## src/rtl/regfile_wb_arbiter.sv

```systemverilog
// regfile_wb_arbiter: shares one register-file write port among NREQ write-back requesters, with a pending-write scoreboard
// Ports: clk, rst_n (async active-low); req_valid/req_addr/req_data in, req_ready one-hot grant out;
// WE/aw/din registered regfile write; sb_set/sb_addr mark a destination pending;
// q1_addr/q2_addr query the scoreboard, q1_pend/q2_pend combinational answers.
// Build option WB_RR_EN: round-robin grant; undefined gives fixed priority (lowest index wins).
module regfile_wb_arbiter #(
  parameter int NREQ = 3,
  parameter int AW = 5,
  parameter int DW = 32
) (
  input  logic             clk,
  input  logic             rst_n,
  input  logic [NREQ-1:0]    req_valid,
  input  logic [NREQ*AW-1:0] req_addr,
  input  logic [NREQ*DW-1:0] req_data,
  output logic [NREQ-1:0]    req_ready,
  output logic             WE,
  output logic [AW-1:0]      aw,
  output logic [DW-1:0]      din,
  input  logic             sb_set,
  input  logic [AW-1:0]      sb_addr,
  input  logic [AW-1:0]      q1_addr,
  input  logic [AW-1:0]      q2_addr,
  output logic             q1_pend,
  output logic             q2_pend
);
  localparam int PW = (NREQ > 1) ? $clog2(NREQ) : 1;
  localparam int NR = 1 << AW;
  logic [NREQ-1:0] gnt;
  logic [PW-1:0] gidx;
  logic [AW-1:0] sel_addr;
  logic [DW-1:0] sel_data;
  logic xfer;
  logic [NR-1:0] pending, pend_nxt;
`ifdef WB_RR_EN
  logic [PW-1:0] rr_ptr;
  logic [PW:0] idx;
  // descending search so the candidate nearest rr_ptr is assigned last and wins
  always_comb begin
    gnt = '0;
    idx = '0;
    for (int k = NREQ - 1; k >= 0; k--) begin
      idx = {1'b0, rr_ptr} + (PW+1)'(k);
      idx = (idx >= (PW+1)'(NREQ)) ? idx - (PW+1)'(NREQ) : idx;
      if (req_valid[idx[PW-1:0]]) gnt = NREQ'(1) << idx[PW-1:0];
    end
  end
  always_ff @(posedge clk or negedge rst_n)
    if (!rst_n) rr_ptr <= '0;
    else if (xfer) rr_ptr <= (gidx == PW'(NREQ - 1)) ? '0 : gidx + 1'b1;
`else
  always_comb begin
    gnt = '0;
    for (int k = NREQ - 1; k >= 0; k--) if (req_valid[k]) gnt = NREQ'(1) << k;
  end
`endif
  assign req_ready = rst_n ? gnt : '0;
  assign xfer = |req_ready;
  always_comb begin
    gidx = '0;
    for (int k = 0; k < NREQ; k++) if (gnt[k]) gidx = PW'(k);
  end
  assign sel_addr = req_addr[gidx*AW +: AW];
  assign sel_data = req_data[gidx*DW +: DW];
  // set is applied after clear so a newly issued producer keeps the register pending
  always_comb begin
    pend_nxt = pending;
    if (xfer && sel_addr != '0) pend_nxt[sel_addr] = 1'b0;
    if (sb_set && sb_addr != '0) pend_nxt[sb_addr] = 1'b1;
  end
  assign q1_pend = (q1_addr != '0) && pending[q1_addr];
  assign q2_pend = (q2_addr != '0) && pending[q2_addr];
  always_ff @(posedge clk or negedge rst_n)
    if (!rst_n) begin
      WE <= 1'b0;
      aw <= '0;
      din <= '0;
      pending <= '0;
    end else begin
      WE <= xfer && sel_addr != '0;
      if (xfer) begin
        aw <= sel_addr;
        din <= sel_data;
      end
      pending <= pend_nxt;
    end
endmodule
```

## config.mk

```make
export PLATFORM = sky130hd
export DESIGN_NAME = regfile_wb_arbiter
export DESIGN_NICKNAME = d
export VERILOG_FILES = /design/src/rtl/regfile_wb_arbiter.sv
export SDC_FILE = /design/constraint.sdc
export NUM_CORES = 1
export LEC_CHECK = 0
export CAP_MARGIN = 20
export CELL_PAD_IN_SITES_DETAIL_PLACEMENT = 1
export CELL_PAD_IN_SITES_GLOBAL_PLACEMENT = 2
export CORE_MARGIN = 2
export CORE_UTILIZATION = 27
export CTS_BUF_LIST = sky130_fd_sc_hd__clkbuf_16
export DETAILED_ROUTE_END_ITERATION = 8
export HOLD_SLACK_MARGIN = 0.15
export PLACE_DENSITY = 0.89
export REMOVE_ABC_BUFFERS = 1
export SYNTH_ARGS = -nofsm -noshare
export SYNTH_HDL_FRONTEND = slang
export SYNTH_SLANG_ARGS = --single-unit
```

## constraint.sdc

```tcl
create_clock -name clk -period 6.7 [get_ports clk]
set_input_delay 1.675 -clock clk [delete_from_list [all_inputs] [get_ports clk]]
set_output_delay 1.675 -clock clk [all_outputs]
set_load 0.02 [all_outputs]
```

==> metrics.txt <==
mean area per synthesized cell 9.78 um^2; flops & latches, synth 69; initial antenna violation count 1; async set-reset flop share out of synthesis 100%; Synth Area in XOR/XNOR 0%; ratio of cells with drive above 1 in the final layout 14.3%; top cell type's share of synthesized area 39.9%; sequential area share after synthesis 39.9%; NetSw 0.466 mW; Clock transition at path regs 0.06 ns; most frequent cells after synthesis nor2_1 (102), dfrtp_1 (69), nand2_1 (39); post-route minimum period 5.74 ns; Hold Path End aw[3]$_DFFE_PN0P_; CTS Buffer Depth 2; Clock power frac between 30% and 40%; HP Class reg -> reg; Vias 4142; footprint of the multi-input gates 2470 um^2; MaxCap Viol Count 0; Power Total between 1.5 and 2 mW; Starting Density between 20% and 30%; sequential share of power between 30% and 40%; Final TNS setup 0 ns; Post-synth EDFFs 0; # diodes 0; Min-Delay Startpoint aw[3]$_DFFE_PN0P_; cell mode on critical path clkdlybuf4s50_1; cell family with most CP delay buffers and inverters; initial DRC count 149; largest net degree at the start of global routing 70; setup violators final 0; Combinational Power Share about a third; internal power around 1.0 mW; mux cell area share after synthesis 24.2%; vias in the first global route 4510; largest family of logic cells by synthesized area multiplexers; sw frac 30.8%; Die W 131 um; area grow syn2layout 51.0%; Main synth FF type dfrtp_1; Slew Viols, Final 0; max incr delay on CP 0.78 ns; Post-Synth Simple-Gate Area 19.5%; Worst Tran Pin Value 0.934 ns; Post-CTS Setup Bufs 0; Die ar. 17100 um^2; FMAX 174 MHz; residual DRC count 0; final net count 741; slew margin rel. 37.7%; CTS H-tree depth 3; Reg area around 1700 um^2; period utilisation layout approximately 86%; RSZ-0062 raised after global routing no; IO Pins around 180; post-synthesis compound-gate area fraction 13.2%; total congestion overflow 0; GRT Total Usage 18.6%; row count 46; Final Util 41.5%; dpl cells ~810; first-pass GRT wire length 24000 um; top post-synthesis cells by area dfrtp_1 (40%), mux2_2 (9.1%), nor2_1 (8.8%); worst-case reg-to-reg path depth 1; Crit-path slowest cell clkdlybuf4s50_1; Min-Delay Path Depth 2; Routed WL per cell approximately 18 um; post-route ant nets 0; cts hold-fix bufs 0; mapped cell area 4330 um^2; final WL 15300 um; CP max FO 9; CP required 5.03 ns; Pleak ~2.7 nW; most frequent cell after synthesis nor2_1; HPWL after detailed placement 12000 um; Fin. Hold Viols 0; Synth cell types 35; crit path cell chain clkdlybuf4s50_1 > mux4_2 > nor3b_1 > a21oi_1 > o2111a_1 > clkdlybuf4s50_1; Worst setup EP type primary output; fillcell total 1829; critical path arrival 4.07 ns; Ys Warns 0; cts repair resizes 0; cell taking the most area after synthesis dfrtp_1; die height 131 um; clock sink count 69; startpoint types primary input; flop2flop setup slack slightly below 6 ns; CTS tree built; vias per cell 4.99; Num CTS Buffers 9; CTS root buf clkbuf_16; routability cong. roughly 0.86; Setup CP Type in -> out; Core ar. 15800 um^2; IR drop worst, VDD ~0.11 mV; r2r endpoint aw[0]$_DFFE_PN0P_; P per Cell Area 231 nW/um^2; Critical path buffers and inverters 2; port bufs 174; clk_skew 0 ns; Post-Synth Adder-Cell Area 0%; Critical Path Source q1_addr[0]; worst r2r src aw[0]$_DFFE_PN0P_; Post-Layout Cell Count 830; clock latency on the worst-skew pair approximately 0.33 ns; First-pass DRT Iterations 4; Gate Count Post-Synth 443; status finished, final reports clean
registers in the layout (all words and copies together), names as in the netlist:
name and flops:
aw 5, WE 1, din 32, pending 31
power by group through the flow:
stage	Sequential (mW)	Combinational, mW	Clock, mW
2_1_floorplan	0.591	0.221	0
3_3_place_gp	0.578	0.466	0
3_5_place_dp	0.582	0.482	0
4_1_cts	0.575	0.485	0.469
5_1_grt	0.586	0.522	0.484
6_report	0.575	0.478	0.460
metrics by stage:
stage          worst slack, ns  hold WS [ns]  area, um^2
4_1_cts                  0.950         0.481        6540
2_1_floorplan             1.85         0.526        4200
3_5_place_dp             0.954         0.470        6260
5_1_grt                  0.816         0.508        6540
6_report                 0.959         0.478        6540
3_3_place_gp             0.995         0.461        6260
routing by layer:
layer	vias to the layer above	global-route usage [%]	share of wire, %
met5	-	0	0.10
met4	2	5.69	1.6
met3	21	7.25	9.4
met2	154	32.6	50
met1	2019	20.8	39
li1	1946	-	-
tightest hold or removal path: stages (launching register included):
cell	delay, ns
dfrtp_1	0.34
nand2_1	0.04
o21ai_0	0.06
layout make-up:
class	count	area share [%]
Clock buffer	9	3.44
Clock inverter	7	0.880
Inverter	1	0.0574
Multi-Input combinational cell	348	37.8
Sequential cell	69	26.4
Tap cell	216	4.13
Timing Repair Buffer	180	27.3
cell families after synthesis:
group / after synthesis
multiplexers: 83
flip-flops: 69
AND/OR/NAND/NOR: 177
buffers and inverters: 26
AO/OA/AOI/OAI: 88
worst max-delay path by stage:
stage,end,cells past startpoint
after floorplan,req_ready[2],3
after global placement,q1_pend,6
after detailed placement,q1_pend,6
after CTS,q1_pend,6
after global routing,q1_pend,6
final,q1_pend,6
placed cells by master (no fill, tap or decap), types with 3 or more instances in the layout:
master / n
clkdlybuf4s50_1: 173
nor2_1: 102
dfrtp_1: 69
nand2_1: 38
o21ai_0: 37
mux2_2: 35
mux2i_1: 34
a31oi_1: 32
mux4_2: 14
clkbuf_16: 9
buf_4: 7
nor3b_1: 6
or4b_1: 5
nand3b_1: 5
o221a_2: 4
nand3_1: 4
or3b_2: 4
a21oi_1: 4
clkinv_1: 3
Note: power is estimated with default switching activity, not from simulation.
